`config.mk`:
```
export PLATFORM = sky130hd
export DESIGN_NAME = seg7_scan_driver
export DESIGN_NICKNAME = d
export VERILOG_FILES = /design/src/rtl/seg7_scan_driver.sv
export SDC_FILE = /design/constraint.sdc
export NUM_CORES = 1
export LEC_CHECK = 0
export ABC_AREA = 0
export BUFFER_PORTS_ARGS = -buffer_cell sky130_fd_sc_hd__buf_2
export CORE_MARGIN = 2
export CORE_UTILIZATION = 62
export CTS_CLUSTER_SIZE = 8
export DETAILED_ROUTE_END_ITERATION = 8
export GPL_TIMING_DRIVEN = 0
export PLACE_DENSITY = 0.83
export SYNTH_ARGS = -nofsm -noshare
export SYNTH_HDL_FRONTEND = slang
export SYNTH_SLANG_ARGS = --single-unit
```
`constraint.sdc`:
```
create_clock -name clk -period 8.7 [get_ports clk]
set_clock_uncertainty 0.2 [all_clocks]
set_input_delay 0.435 -clock clk [delete_from_list [all_inputs] [get_ports clk]]
set_output_delay 0.435 -clock clk [all_outputs]
set_load 0.01 [all_outputs]
```
`src/rtl/seg7_scan_driver.sv`:
```
// seg7_scan_driver: multiplexed 7-segment display scanner.
// A prescaler sets the dwell per digit. Loads are double-buffered and only
// reach the display at the frame wrap, so a frame never mixes old and new data.
// Optional feature: define SEG7_LEADING_ZERO_BLANK_EN to blank leading zero digits.
module seg7_scan_driver #(
  parameter int DIGITS     = 4,
  parameter int PRESCALE   = 50000,
  parameter int ACTIVE_LOW = 0
) (
  input  logic                  clk,
  input  logic                  rst_n,
  input  logic                  load,
  input  logic [4*DIGITS-1:0]   value,
  input  logic [DIGITS-1:0]     dp_in,
  input  logic                  hex_mode,
  output logic [6:0]            seg,
  output logic                  dp,
  output logic [DIGITS-1:0]     an,
  output logic                  frame_done,
  output logic                  load_ack
);

  localparam int CW = $clog2(PRESCALE);
  localparam int IW = (DIGITS > 1) ? $clog2(DIGITS) : 1;
  localparam logic [CW-1:0] CNT_LAST = CW'(PRESCALE - 1);
  localparam logic [IW-1:0] IDX_LAST = IW'(DIGITS - 1);
  localparam logic          POL      = (ACTIVE_LOW != 0);
  localparam logic [6:0]    SEG_ZERO = 7'b1111110;

  // Nibble to segment pattern (a..g, a = MSB), active-high.
  function automatic logic [6:0] seg_encode(input logic [3:0] nib, input logic hex);
    logic [6:0] c;
    c = 7'b0000000;
    case (nib)
      4'h0: c = 7'b1111110;
      4'h1: c = 7'b0110000;
      4'h2: c = 7'b1101101;
      4'h3: c = 7'b1111001;
      4'h4: c = 7'b0110011;
      4'h5: c = 7'b1011011;
      4'h6: c = 7'b1011111;
      4'h7: c = 7'b1110000;
      4'h8: c = 7'b1111111;
      4'h9: c = 7'b1111011;
      4'hA: c = hex ? 7'b1110111 : 7'b0000000;
      4'hB: c = hex ? 7'b0011111 : 7'b0000000;
      4'hC: c = hex ? 7'b1001110 : 7'b0000000;
      4'hD: c = hex ? 7'b0111101 : 7'b0000000;
      4'hE: c = hex ? 7'b1001111 : 7'b0000000;
      4'hF: c = hex ? 7'b1000111 : 7'b0000000;
      default: c = 7'b0000000;
    endcase
    return c;
  endfunction

  logic [CW-1:0]             cnt_q, cnt_d;
  logic [IW-1:0]             idx_q, idx_d, idx_nxt;
  logic [4*DIGITS-1:0]       sh_val_q, sh_val_d;
  logic [DIGITS-1:0]         sh_dp_q, sh_dp_d;
  logic                      pend_q, pend_d;
  logic [4*DIGITS-1:0]       disp_val_q, disp_val_d;
  logic [DIGITS-1:0]         disp_dp_q, disp_dp_d;
  logic [6:0]                seg_q, seg_d;
  logic                      dp_q, dp_d;
  logic [DIGITS-1:0]         an_q, an_d;
  logic                      frame_q, frame_d;
  logic                      ack_q, ack_d;

  logic                      tick, wrap;
  logic [DIGITS-1:0][3:0]    nib_d;
  logic [DIGITS-1:0]         blank;
  logic [6:0]                code;

  assign tick    = (cnt_q == CNT_LAST);
  assign wrap    = tick && (idx_q == IDX_LAST);
  assign idx_nxt = (idx_q == IDX_LAST) ? '0 : idx_q + 1'b1;
  assign nib_d   = disp_val_d;

  // Prescaler and digit index; index steps on the terminal count.
  always_comb begin
    cnt_d = tick ? '0 : cnt_q + 1'b1;
    idx_d = tick ? idx_nxt : idx_q;
  end

  // Shadow capture and commit at frame wrap; a load on the wrap bypasses the shadow.
  always_comb begin
    sh_val_d   = sh_val_q;
    sh_dp_d    = sh_dp_q;
    pend_d     = pend_q;
    disp_val_d = disp_val_q;
    disp_dp_d  = disp_dp_q;
    ack_d      = 1'b0;
    if (wrap && load) begin
      disp_val_d = value;
      disp_dp_d  = dp_in;
      pend_d     = 1'b0;
      ack_d      = 1'b1;
    end else if (wrap && pend_q) begin
      disp_val_d = sh_val_q;
      disp_dp_d  = sh_dp_q;
      pend_d     = 1'b0;
      ack_d      = 1'b1;
    end else if (load) begin
      sh_val_d = value;
      sh_dp_d  = dp_in;
      pend_d   = 1'b1;
    end
  end

`ifdef SEG7_LEADING_ZERO_BLANK_EN
  logic seen_nz;
  // Blank every digit above the most significant non-zero nibble; digit 0 always shows.
  always_comb begin
    blank   = '0;
    seen_nz = 1'b0;
    for (int i = DIGITS - 1; i >= 1; i--) begin
      seen_nz  = seen_nz | (nib_d[i] != 4'd0);
      blank[i] = ~seen_nz;
    end
  end
`else
  assign blank = '0;
`endif

  // Output registers load from the next index and next display data, so pins
  // change on the very edge the index moves.
  always_comb begin
    seg_d   = seg_q;
    dp_d    = dp_q;
    an_d    = an_q;
    frame_d = wrap;
    code    = 7'b0000000;
    if (tick) begin
      code = seg_encode(nib_d[idx_d], hex_mode);
      if (blank[idx_d]) code = 7'b0000000;
      seg_d = code ^ {7{POL}};
      dp_d  = disp_dp_d[idx_d] ^ POL;
      an_d  = (DIGITS'(1) << idx_d) ^ {DIGITS{POL}};
    end
  end

  // State registers; reset shows digit 0 displaying "0".
  always_ff @(posedge clk or negedge rst_n) begin
    if (!rst_n) begin
      cnt_q      <= '0;
      idx_q      <= '0;
      sh_val_q   <= '0;
      sh_dp_q    <= '0;
      pend_q     <= 1'b0;
      disp_val_q <= '0;
      disp_dp_q  <= '0;
      seg_q      <= SEG_ZERO ^ {7{POL}};
      dp_q       <= POL;
      an_q       <= DIGITS'(1) ^ {DIGITS{POL}};
      frame_q    <= 1'b0;
      ack_q      <= 1'b0;
    end else begin
      cnt_q      <= cnt_d;
      idx_q      <= idx_d;
      sh_val_q   <= sh_val_d;
      sh_dp_q    <= sh_dp_d;
      pend_q     <= pend_d;
      disp_val_q <= disp_val_d;
      disp_dp_q  <= disp_dp_d;
      seg_q      <= seg_d;
      dp_q       <= dp_d;
      an_q       <= an_d;
      frame_q    <= frame_d;
      ack_q      <= ack_d;
    end
  end

  assign seg        = seg_q;
  assign dp         = dp_q;
  assign an         = an_q;
  assign frame_done = frame_q;
  assign load_ack   = ack_q;

endmodule

```
==> impl_metrics.csv <==
group,metric,value,unit
status,status,"finished clean",
placed_design,placed_area,0.003923,mm^2
power,p_seq_frac,0.522,
cts,clock_tree.root_cell,"sky130_fd_sc_hd__clkbuf_8",
final_layout,number_of_nets_in_the_layout,430,
routing,drt-initial-drc-count,251,
die,floorplan.io_pins,38,
worst_setup_path,path_class,"flip-flop to flip-flop",
die,die-height,80.73,um
sta,worst_slew_pin_slew,896.9,ps
sta,slew_violations,0,
power,internal_power,0.0005323,W
cts,clock_sink_count,73,
grt,largest_net_degree_at_the_start_of_global_routing,74,
logic_synthesis,synth_fp_nets,383,
placed_design,gp_congestion,0.8342,
worst_setup_path,crit_fanout,8,
final_layout,postLayoutCellArea,0.004133,mm^2
routing,post-route-drc-count,0,
final_layout,drive_above_1_share,0.2402,
die,placeableCoreArea,0.005608,mm^2
sta,timing.slew.headroom,0.4020,
logic_synthesis,synthFlopType,"sky130_fd_sc_hd__dfrtp_1",
final_layout,diodes,0,
final_layout,final-seq-area,0.001836,mm^2
grt,global_route.usage.total,0.2744,
logic_synthesis,asyncSetResetFlopFracSynth,1.000,
cts,hold_buffers,0,
power,static-leakage-power,1.805,nW
worst_hold_path,timing.hold.worst.class,"primary input to asynchronous set/reset pin",
logic_synthesis,synth_seq_area_share,0.5029,
grt,first_global_vias,2868,
cts,worstSkewPairLatency,350,ps
worst_setup_path,timing.critical_path.to_type,"flip-flop",
cts,clock_buffer_count_from_cts,9,
die,die_area,0.006517,mm^2
logic_synthesis,postSynthRegisterBits,73,
worst_setup_path,startpoint_type,"flip-flop",
die,die_width,80.73,um
worst_setup_path,worst_ep_required_time,8740,ps
die,initial_utilization,0.6508,
sta,final.period_utilization,0.3972,
power,p_clk_frac,0.426,
grt,grt_first_pass_wirelength,13.48,mm
routing,viasPerCell,6.144,
sta,final.hold.worst_slack,9.917,ps
placed_design,portBuffers,36,
cts,clk_transition_reported_paths,70,ps
sta,timing.final.crit_period,3455,ps
power,total_power,0.0006785,W
grt,global_route_overflow,0,
cts,clock_tree.htree_level_count,3,
routing,routed_wl,8.041,mm
sta,grt_setup_unrepaired,"no",
worst_setup_path,worstPathArrival,3490,ps
logic_synthesis,post_synth_instance_area,0.003650,mm^2
final_layout,cell_count_final_fillers_out,480,
sta,finalHoldViolations,0,
power,power_density,164.2,mW/mm^2
logic_synthesis,syn_avg_cell_area,10.22,um^2
final_layout,layout-area-overhead-vs-synth,13.23,%
final_layout,num-fill-cells,419,
grt,antenna_found_initial,0,
logic_synthesis,ys_warn_count,0,
cts,cts.repair_timing.setup_buffer_count,0,
logic_synthesis,synth.top_cell.area_share,0.4525,
routing,firstDrtPassIters,4,
logic_synthesis,syn-instance-count,357,
placed_design,dp_hpwl,5.571,mm
logic_synthesis,synth_area_leaders,"sky130_fd_sc_hd__dfrtp_1 45%, sky130_fd_sc_hd__mux2_2 6.2%, sky130_fd_sc_hd__nand3_1 5.3%",
power,net-switching-power,0.0001462,W
job,max_cap_violations,0,
logic_synthesis,synth-edff-count,0,
routing,routedWlPerCell,16.75,um
power,power.share.switching,0.2155,
cts,cts_repair_resize_count,0,
cts,cts_tree,"built",
sta,finalSetupViolCount,0,
logic_synthesis,yosysTopAreaCell,"sky130_fd_sc_hd__dfrtp_1",
power,power_frac_comb,0.052,
power,worst_ir_drop_vdd,0.1154,mV
placed_design,post-place-cells,465,
sta,timing.fmax,0.2894,GHz
die,placement_rows,27,
logic_synthesis,yosysUniqueCellTypes,47,
sta,fin_tns_setup,0,ps
cts,clk_path_buf_depth,2,
routing,ant_nets,0,
final_layout,multi_input_area,0.001663,mm^2
routing,num_vias,2949,
final timing paths:
check | slack, ps | to | startpoint | depth (start not counted)
hold reg to reg | 270 | an[3] | an[3] | 2
setup / recovery | 5240 | seg[0] | cnt_q[0] | 13
setup reg to reg | 5240 | seg[0] | cnt_q[0] | 13
max in group asynchronous | 7710 | dp | rst_n | 1
min in group clk | 130 | sh_val_q[7] | value[7] | 2
hold / removal | 10 | sh_val_q[12] | rst_n | 1
layout by cell type (no fill, tap or decap), drive strengths merged, types with 4 or more instances in the layout:
master / count
clkbuf: 23
nand2: 46
dfstp: 7
nand3: 40
dfrtp: 66
and4: 7
a21oi: 14
nand4: 6
xnor2: 7
inv: 4
and3: 6
buf: 46
a32oi: 16
xor2: 8
o22ai: 5
mux2: 20
nor2: 38
o21ai: 11
metal layers:
| layer | up-vias | track usage | wire length, um |
|---|---|---|---|
| met5 | - | 0 | 0 |
| met4 | 0 | 0.1017 | 131 |
| met1 | 1458 | 0.3698 | 3678 |
| met3 | 11 | 0.06404 | 389 |
| met2 | 90 | 0.4367 | 3842 |
| li1 | 1390 | - | - |
cells in the mapped netlist (3+ instances only):
| cell | count |
|---|---|
| sky130_fd_sc_hd__nand2_1 | 46 |
| sky130_fd_sc_hd__and4_1 | 4 |
| sky130_fd_sc_hd__nor2_1 | 34 |
| sky130_fd_sc_hd__nand3_1 | 39 |
| sky130_fd_sc_hd__a31oi_1 | 3 |
| sky130_fd_sc_hd__mux2_2 | 20 |
| sky130_fd_sc_hd__xor2_1 | 8 |
| sky130_fd_sc_hd__nor2b_1 | 3 |
| sky130_fd_sc_hd__a21oi_1 | 14 |
| sky130_fd_sc_hd__dfrtp_1 | 66 |
| sky130_fd_sc_hd__a32oi_1 | 16 |
| sky130_fd_sc_hd__o21ai_0 | 8 |
| sky130_fd_sc_hd__o31ai_1 | 3 |
| sky130_fd_sc_hd__a211oi_1 | 3 |
| sky130_fd_sc_hd__o22ai_1 | 5 |
| sky130_fd_sc_hd__and3_1 | 6 |
| sky130_fd_sc_hd__xnor2_1 | 7 |
| sky130_fd_sc_hd__and2_1 | 3 |
| sky130_fd_sc_hd__dfstp_2 | 7 |
| sky130_fd_sc_hd__o21ai_1 | 3 |
| sky130_fd_sc_hd__buf_6 | 6 |
| sky130_fd_sc_hd__clkbuf_1 | 11 |
| sky130_fd_sc_hd__and4_4 | 3 |
| sky130_fd_sc_hd__nand4_1 | 6 |
worst max-delay path: stages, from the launching register on:
cell,delay [ps]
sky130_fd_sc_hd__dfrtp_1,380
sky130_fd_sc_hd__ha_1,200
sky130_fd_sc_hd__and3_1,150
sky130_fd_sc_hd__clkbuf_1,230
sky130_fd_sc_hd__and4_4,330
sky130_fd_sc_hd__mux2i_4,440
sky130_fd_sc_hd__inv_2,120
sky130_fd_sc_hd__nor2_2,190
sky130_fd_sc_hd__nand2_1,100
sky130_fd_sc_hd__and3_1,200
sky130_fd_sc_hd__buf_6,130
sky130_fd_sc_hd__or3_1,380
sky130_fd_sc_hd__a31oi_1,190
sky130_fd_sc_hd__a21oi_1,100
cells by family (layout without fill, tap and decap cells):
| family | count (synthesis) | after routing | share of synthesized area |
|---|---|---|---|
| AND/OR/NAND/NOR | 157 | 157 | 0.2215 |
| flip-flops | 73 | 73 | 0.5029 |
| AO/OA/AOI/OAI | 62 | 62 | 0.1145 |
| buffers and inverters | 25 | 76 | 0.04148 |
| multiplexers | 23 | 23 | 0.07679 |
| XOR/XNOR | 15 | 15 | 0.03600 |
| adder cells (fa/ha/maj) | 2 | 2 | 0.006855 |
sequential cells by signal (all words and copies together) (netlist names):
| name | count |
|---|---|
| load_ack | 1 |
| pend_q | 1 |
| dp | 1 |
| seg | 7 |
| an | 4 |
| sh_dp_q | 4 |
| idx_q | 2 |
| frame_done | 1 |
| cnt_q | 16 |
| disp_dp_q | 4 |
| disp_val_q | 16 |
| sh_val_q | 16 |
power groups by stage:
stage | Clock (W) | Combinational [W] | Sequential (W)
2_1_floorplan | 0 | 0.0000189 | 0.000359
3_3_place_gp | 0 | 0.0000345 | 0.000360
3_5_place_dp | 0 | 0.0000357 | 0.000360
4_1_cts | 0.000291 | 0.0000358 | 0.000354
5_1_grt | 0.000304 | 0.0000398 | 0.000355
6_report | 0.000289 | 0.0000352 | 0.000354
area by class of cell:
class	instances	share of cell area
inverters	4	0.003633
flip-flops and latches	73	0.4441
clock inverters	3	0.01574
multi-input cells	259	0.4024
repair buffers	36	0.04420
well taps	72	0.02180
clock buffers	12	0.03512
plain buffers	21	0.03300
through the flow:
stage / util / setup slack (ps)
2_1_floorplan: - / 5669
3_3_place_gp: 0.6990 / 5392
3_5_place_dp: 0.6995 / 5337
4_1_cts: 0.7369 / 5279
5_1_grt: 0.7369 / 5051
6_report: 0.7369 / 5245
No activity file was read; power rests on OpenSTA's default activity.
